--- config.mk ---
export PLATFORM = sky130hd
export DESIGN_NAME = bcd_to_bin
export DESIGN_NICKNAME = d
export VERILOG_FILES = /design/src/rtl/bcd_pkg.sv /design/src/rtl/bcd_digit_adjust.sv /design/src/rtl/bcd_to_bin.sv
export SDC_FILE = /design/constraint.sdc
export NUM_CORES = 1
export LEC_CHECK = 0
export CORE_ASPECT_RATIO = 1.4
export CORE_UTILIZATION = 57
export CTS_CLUSTER_DIAMETER = 120
export DETAILED_ROUTE_END_ITERATION = 8
export GPL_TIMING_DRIVEN = 1
export PLACE_DENSITY = 0.94
export SKIP_LAST_GASP = 1
export SYNTH_ARGS = -nofsm -noshare
export SYNTH_HDL_FRONTEND = slang
export SYNTH_SLANG_ARGS = --single-unit
--- constraint.sdc ---
create_clock -name clk -period 2.4 [get_ports clk]
set_input_delay 0.24 -clock clk [delete_from_list [all_inputs] [get_ports clk]]
set_output_delay 0.24 -clock clk [all_outputs]
set_load 0.005 [all_outputs]
--- src/rtl/bcd_pkg.sv ---
// Shared types and constants for the BCD-to-binary decoder.
// The optional invalid-digit check is enabled by defining BCD2BIN_DIGIT_CHECK_EN.
package bcd_pkg;

    localparam int unsigned BCD_DIGITS = 4;
    localparam int unsigned BCD_BIN_W  = 14;

    localparam logic [3:0] BCD_ADJ_THRESH = 4'd8;
    localparam logic [3:0] BCD_ADJ_OFFSET = 4'd3;

    typedef enum logic [1:0] {
        IDLE,
        SHIFT,
        DONE
    } bcd_state_t;

    // Reverse double-dabble correction applied to each nibble after the shift.
    function automatic logic [3:0] bcd_nibble_adjust(input logic [3:0] nib);
        return (nib >= BCD_ADJ_THRESH) ? (nib - BCD_ADJ_OFFSET) : nib;
    endfunction

endpackage

--- src/rtl/bcd_digit_adjust.sv ---
// Combinational per-digit cell: a nibble of 8 or more has 3 subtracted.
module bcd_digit_adjust
    import bcd_pkg::*;
(
    input  logic [3:0] i_nib,
    output logic [3:0] o_nib
);

    always_comb begin
        o_nib = bcd_nibble_adjust(i_nib);
    end

endmodule

--- src/rtl/bcd_to_bin.sv ---
// Sequential BCD-to-binary decoder, one reverse double-dabble step per clock.
// Define BCD2BIN_DIGIT_CHECK_EN to flag digits above 9 (err=1, bin_out=0).
module bcd_to_bin
    import bcd_pkg::*;
#(
    parameter int unsigned DIGITS = BCD_DIGITS,
    parameter int unsigned BIN_W  = BCD_BIN_W
) (
    input  logic                  clk,
    input  logic                  reset,
    input  logic                  start,
    input  logic [4*DIGITS-1:0]   bcd_in,
    output logic                  busy,
    output logic                  done,
    output logic [BIN_W-1:0]      bin_out,
    output logic                  err
);

    localparam int unsigned BCD_W = 4 * DIGITS;
    localparam int unsigned CNT_W = $clog2(BIN_W + 1);

    bcd_state_t         r_state;
    bcd_state_t         w_state_nxt;
    logic [BCD_W-1:0]   r_bcd_sr;
    logic [BIN_W-1:0]   r_bin_sr;
    logic [CNT_W-1:0]   r_cnt;
    logic [BIN_W-1:0]   r_bin_out;
    logic [BCD_W-1:0]   w_bcd_shift;
    logic [BCD_W-1:0]   w_bcd_adj;
    logic [BIN_W-1:0]   w_bin_shift;
    logic [BIN_W-1:0]   w_bin_final;
    logic               w_accept;
    logic               w_last;

    assign w_bcd_shift = {1'b0, r_bcd_sr[BCD_W-1:1]};
    assign w_bin_shift = {r_bcd_sr[0], r_bin_sr[BIN_W-1:1]};

    for (genvar g = 0; g < DIGITS; g++) begin : g_adj
        bcd_digit_adjust u_adj (
            .i_nib (w_bcd_shift[4*g +: 4]),
            .o_nib (w_bcd_adj[4*g +: 4])
        );
    end

    always_ff @(posedge clk or negedge reset) begin
        if (!reset) begin
            r_state <= IDLE;
        end else begin
            r_state <= w_state_nxt;
        end
    end

    always_comb begin
        w_state_nxt = r_state;
        busy        = 1'b0;
        done        = 1'b0;
        w_accept    = 1'b0;
        w_last      = 1'b0;
        unique case (r_state)
            IDLE: begin
                if (start) begin
                    w_accept    = 1'b1;
                    w_state_nxt = SHIFT;
                end
            end
            SHIFT: begin
                busy = 1'b1;
                if (r_cnt == CNT_W'(1)) begin
                    w_last      = 1'b1;
                    w_state_nxt = DONE;
                end
            end
            DONE: begin
                done        = 1'b1;
                w_state_nxt = IDLE;
            end
            default: w_state_nxt = IDLE;
        endcase
    end

`ifdef BCD2BIN_DIGIT_CHECK_EN
    logic r_invalid;
    logic r_err;
    logic w_bad_digit;

    always_comb begin
        w_bad_digit = 1'b0;
        for (int unsigned d = 0; d < DIGITS; d++) begin
            if (bcd_in[4*d +: 4] > 4'd9) begin
                w_bad_digit = 1'b1;
            end
        end
    end

    // Captured once at acceptance; the conversion still runs its full length.
    always_ff @(posedge clk or negedge reset) begin
        if (!reset) begin
            r_invalid <= 1'b0;
            r_err     <= 1'b0;
        end else if (w_accept) begin
            r_invalid <= w_bad_digit;
        end else if (w_last) begin
            r_err     <= r_invalid;
        end
    end

    assign w_bin_final = r_invalid ? '0 : w_bin_shift;
    assign err         = r_err;
`else
    assign w_bin_final = w_bin_shift;
    assign err         = 1'b0;
`endif

    always_ff @(posedge clk or negedge reset) begin
        if (!reset) begin
            r_bcd_sr  <= '0;
            r_bin_sr  <= '0;
            r_cnt     <= '0;
            r_bin_out <= '0;
        end else if (w_accept) begin
            r_bcd_sr  <= bcd_in;
            r_bin_sr  <= '0;
            r_cnt     <= CNT_W'(BIN_W);
        end else if (busy) begin
            r_bcd_sr  <= w_bcd_adj;
            r_bin_sr  <= w_bin_shift;
            r_cnt     <= r_cnt - CNT_W'(1);
            if (w_last) begin
                r_bin_out <= w_bin_final;
            end
        end
    end

    assign bin_out = r_bin_out;

endmodule

### After elaboration in Yosys (flattened, before gate mapping)

Cells that the tools add are included.
Widths: inputs -> output; s select.

* register bits after elaboration: 50
* word-level logic and storage cells: 43
* input port bits: 19
* output and inout bits: 17

* reduce and logical (&&, ||, !) cells: 4
* $add $sub $neg: 5
* magnitude comparators: 4
* muxes and demuxes: 19
* bitwise logic cells: 1
* eq/ne operators: 5

Operators with widths (count)
* $mux 16: 2
* $mux 14: 2
* $mux 4: 6
* $ge 4x4->1 const B: 3
* $sub 4x2->4 const B: 3
* $mux 1: 6
* $eq 4x1->1 const B: 1
* $ge 3x4->1 const B: 1
* $mux 2: 2
* $ne 2x2->1 const B: 2
* $pmux 2 s2: 1
* $sub 3x2->4 const B: 1
* $sub 4x1->4 const B: 1
* $reduce_and 3->1: 1
* $eq 2x1->1 const B: 1
* $eq 2x2->1 const B: 1
* $logic_not 2->1: 1
* $reduce_and 2->1: 1
* $reduce_bool 2->1: 1
* $not 1->1: 1

### Logic depth before layout (Yosys ltp)

* depth after elaboration: 4
* mapped depth: 6
* depth with buffers taken out: 5

### Modules after synthesis

From an unflattened synthesis, not the netlist that was laid out.

* cell total of the unflattened synthesis: 225
* area, all modules: 2486.1 um2

Modules (own cells, without submodules)
* bcd_to_bin: area an instance 2180.8 um2, sequential area each 1226.2 um2, cells each 181, instances 1
* bcd_digit_adjust: area an instance 76.3 um2, sequential area each 0.0 um2, cells each 11, instances 4

### Worst setup path after synthesis

No wires, ideal clock.

* path type: reg-to-reg
* from: reg r_cnt[1]
* to: reg r_bin_out[0] (netlist: bin_out[0])
* library setup time: 125 ps
* slack: 939 ps
* arrival: 1336 ps
* cell stages (with the launch flop): 7
* path buffers: 1
* period minus slack after synthesis: 1461 ps
* required time: 2275 ps
* path through: dfrtp_1 -> inv_1 -> ha_1 -> nor3b_2 -> nand2_4 -> buf_6 -> mux2_4

* word-level cells in the longest chain between the ends: 4

RTL lines
* start, declared: RTL line bcd_to_bin.sv:26 `logic [CNT_W-1:0] r_cnt;`
* start signal, assigned: RTL line bcd_to_bin.sv:123 `r_cnt <= CNT_W'(BIN_W);`
* start signal, assigned: RTL line bcd_to_bin.sv:127 `r_cnt <= r_cnt - CNT_W'(1);`
* $eq 4x1->1: RTL line bcd_to_bin.sv:68 `if (r_cnt == CNT_W'(1)) begin`
* $mux 1: RTL line bcd_to_bin.sv:68
* $mux 1: RTL line bcd_to_bin.sv:59 `unique case (r_state)`
* $reduce_and 3->1 (no line)
* end signal, assigned: RTL line bcd_to_bin.sv:129 `r_bin_out <= w_bin_final;`
* end, declared: RTL line bcd_to_bin.sv:27 `logic [BIN_W-1:0] r_bin_out;`

Every way passes these cells.
A chain may end at the register's enable or synchronous reset.

### Worst setup path in the final report

* from: reg r_state[0]
* to: out busy

* word-level cells in the longest chain between the ends: 2

RTL lines
* start, declared: RTL line bcd_to_bin.sv:22 `bcd_state_t r_state;`
* start signal, assigned: RTL line bcd_to_bin.sv:49 `r_state <= w_state_nxt;`
* $eq 2x1->1: RTL line bcd_to_bin.sv:59
* $mux 1: RTL line bcd_to_bin.sv:59
* end, declared: RTL line bcd_to_bin.sv:13 `output logic busy,`

Every way passes these cells.

==> results.md <==
Outcome:
- The flow ran to the end, and the final reports show no timing, DRC or antenna violations.

Timing:
- For the final routed database, the setup TNS stands at 0 ns.
- The final max-slew violation count is 0.
- Based on the critical path, the design can be clocked at up to 0.463 GHz.
- Setup repair after global routing left no endpoint under its margin.
- For the final database, setup skew stands at 0.00450 ns.
- Subtracting the final worst setup slack from the clock period gives 2.16 ns.
- Setup violations remaining at the end of the flow were counted as 0.
- The hold violation count in the final report was 0.
- Dividing the final minimum period by the clock period gives 90.0%.

Logic synthesis:
- The number of instances in the synthesized netlist is 183.
- The sequential element share of the synthesized area is 54.4%.
- The share of flip-flops with an asynchronous set or reset is 100%.
- The most used flip-flop cell after synthesis is sky130_fd_sc_hd__dfrtp_1.
- The mean cell area of the mapped netlist is 12.3 um2.
- The post-synthesis instance area is 2250 um2.
- After synthesis the netlist holds a flip-flop and latch count of 49.
- Yosys mapped a number of flops with a built-in enable equal to 0.
- The Yosys warning count is 0.
- The number of nets produced by synthesis is 210.
- The count of different cell masters after synthesis is 38.

Floorplan:
- In this run the vertical extent of the chip is 76.4 um.
- The number of standard-cell rows in the floorplan is 26.
- The I/O pin total is 36.
- The floorplan step defined a die boundary enclosing 4210 um2.
- The starting density of the core is 60.8%.
- The floorplan step set the die width to 55.2 um.
- The core region is 3710 um2.

Pwr:
- The leakage power of the design is 1.27 nW.
- VDD sags by at most 0.862 mV.
- For this design the ratio of total power to cell area is 1320 nW/um2.

Cells and area:
- Relative to the synthesized area, the layout overhead comes to 22.0%.
- The number of nets in the layout is 247.
- Excluding fillers, the count of instances in the completed layout stands at 263.
- The repair_antennas step left the layout with diodes totalling 0.
- The post-route netlist has 16.3% of its cells at a drive strength greater than 1.
- The number of filler instances in the final layout is 254.

CTS:
- The number of buffers on the longest clock path is 2.
- The clock net in this run drives a total of 49 sinks.
- The number of H-tree branching levels is 2.
- The number of buffers created by CTS is 5.
- The master cell of the clock root buffer is sky130_fd_sc_hd__clkbuf_8.
- The later-pin clock latency in the skew report is 0.30 ns.
- The clock-pin slew on the worst setup and hold paths is 0.09 ns.
- TritonCTS built the clock tree.

Global route:
- The number of antenna violations at the first check in global routing was 0.
- Entering global routing, the biggest net connects 33 pins.
- The global-route usage over all layers is 24.3%.
- After global routing the overflow that remains totals 0.
- The wire length of the first global-routing pass is 7400 um.
- The number of global-route vias before repair came to 1568.

Drt:
- Summed over all layers, the routed wires come to 4380 um.
- For this run, design rule violations remaining after detail routing come to 0.
- Summing over every cut layer, the via total after detailed routing is 1591.
- The detailed-route wire length per cell is 16.6 um.
- In this run, the number of DRC markers left after iteration 0 of detailed routing was 49.
- Before antenna repair, the detailed router went through 4 iterations.
- Once detail routing completed, the nets flagged for antenna violations numbered 0.
- The via density per instance is 6.05.

Critical path:
- The worst register-to-register path has a setup slack of 0.65 ns.
- The worst setup path category is register to output port.
- The sort of element at the start of the critical path is a register.
- The data required time of the worst path is 2.16 ns.
- The data arrival time of the critical path is 1.92 ns.
- The endpoint type of the worst setup path is an output port.
- Along the worst path, the maximum fanout reaches 19.

Hold path:
- The class of the worst hold path is input port to asynchronous set/reset pin.

Placement:
- In this run, placement finished with an instance count of 254.
- Detailed placement ended at an HPWL of 2990 um.
- The placer congestion estimate is 0.847.
- Buffers placed on the I/O ports in this run total 34.

Run:
- The number of max-capacitance violations reported is 0.
[logic make-up after synthesis]
kind of cell	after synthesis	synth area share [%]
flops	49	54.4
fa+ha+maj	8	4.44
other cells	1	0.166
mux	17	9.99
simple gates	25	7.21
compound gates	56	17.1
xor+xnor	6	2.33
buf+inv	21	4.33
[per-stage QoR]
stage	utilization, %	area (um2)	power, mW	hold slack (ns)	worst slack (ns)
global route	74.2	2750	3.88	0.408	0.148
detailed placement	70.6	2620	3.02	0.180	0.572
global placement	70.6	2620	2.92	0.175	0.605
floorplan	-	2250	2.48	-0.0556	0.939
CTS	74.2	2750	3.64	0.382	0.246
finish	74.2	2750	3.63	0.379	0.240
[cell usage after synthesis (all sizes together), types with 3 or more instances]
library cell  number  area, um2
buf                8       48.8
nor2b              4       25.0
dfrtp             49       1230
a221o              3       30.0
xnor2              4       35.0
ha                 8        100
mux2              17        225
a21oi             12       60.1
o22ai             12       75.1
nor2               5       18.8
o21ai              6       30.0
a22o              14        123
inv               12       45.0
nor3b              4       40.0
nand2              4       22.5
[routing by layer]
metal | track usage (%) | part of all wire, % | vias up
met5 | 0 | 0 | -
met4 | 9.25 | 2.4 | 0
met3 | 5.59 | 4.5 | 14
met2 | 36.4 | 51 | 58
met1 | 33.6 | 42 | 788
li1 | - | - | 731
[cell type report]
type	instances	area, um2	share of cell area, %
clock buffer	6	82.6	3.00
timing repair buffer	39	375	13.6
multi-input combinational	113	931	33.8
inverter	12	45.0	1.64
tap	42	52.6	1.91
clock inverter	2	37.5	1.36
sequential	49	1230	44.6
[layout by cell type (no fill, tap or decap), types with 2 or more instances in the layout]
master	Yosys	routed
sky130_fd_sc_hd__dfrtp_1	49	49
sky130_fd_sc_hd__clkdlybuf4s50_1	0	33
sky130_fd_sc_hd__a22o_1	14	14
sky130_fd_sc_hd__o22ai_1	12	12
sky130_fd_sc_hd__a21oi_1	12	12
sky130_fd_sc_hd__inv_1	11	11
sky130_fd_sc_hd__mux2_4	9	9
sky130_fd_sc_hd__mux2_2	8	8
sky130_fd_sc_hd__ha_1	8	8
sky130_fd_sc_hd__o21ai_0	6	6
sky130_fd_sc_hd__clkbuf_8	0	6
sky130_fd_sc_hd__nor2_1	5	5
sky130_fd_sc_hd__nor2b_1	4	4
sky130_fd_sc_hd__xnor2_1	4	4
sky130_fd_sc_hd__buf_4	1	4
sky130_fd_sc_hd__nand2_1	3	3
sky130_fd_sc_hd__a221o_1	3	3
sky130_fd_sc_hd__nand2b_1	2	2
sky130_fd_sc_hd__nor3b_2	2	2
sky130_fd_sc_hd__a31oi_1	2	2
sky130_fd_sc_hd__nor3b_1	2	2
sky130_fd_sc_hd__xor2_1	2	2
sky130_fd_sc_hd__a22oi_1	2	2
[worst max-delay path, cell delays in order (launching register included)]
cell                              delay (ns)
sky130_fd_sc_hd__dfrtp_1                0.60
sky130_fd_sc_hd__nand2b_1               0.15
sky130_fd_sc_hd__inv_2                  0.29
sky130_fd_sc_hd__clkdlybuf4s50_1        0.58
[final timing paths]
check / from / end / cells after the start
setup / recovery: r_state[0] / busy / 3
hold / removal: reset / r_bcd_sr[2] / 2
setup reg to reg: r_state[0] / bin_out[5] / 4
hold reg to reg: bin_out[7] / bin_out[7] / 1
max in group asynchronous: reset / r_bin_sr[1] / 3
min in group clk: bin_out[7] / bin_out[7] / 1
[timing repair]
item | CTS | global route
hold buffers | 1 | 0
hold endpoints to repair | 17 | 0
buffers inserted | 0 | 0
resized for setup | 0 | 0
[flip-flops by register name, summed over array words and instances, names as in the netlist]
| signal | flops |
|---|---|
| bin_out | 14 |
| r_bcd_sr | 16 |
| r_bin_sr | 13 |
| r_cnt | 4 |
| r_state | 2 |
[power by group]
part / total [mW] / switching [mW] / internal, mW
clock: 0.612 / 0.273 / 0.339
combinational: 1.44 / 0.602 / 0.842
sequential: 1.57 / 0.365 / 1.21
total: 3.63 / 1.24 / 2.39
(Power assumes the default switching activity.)
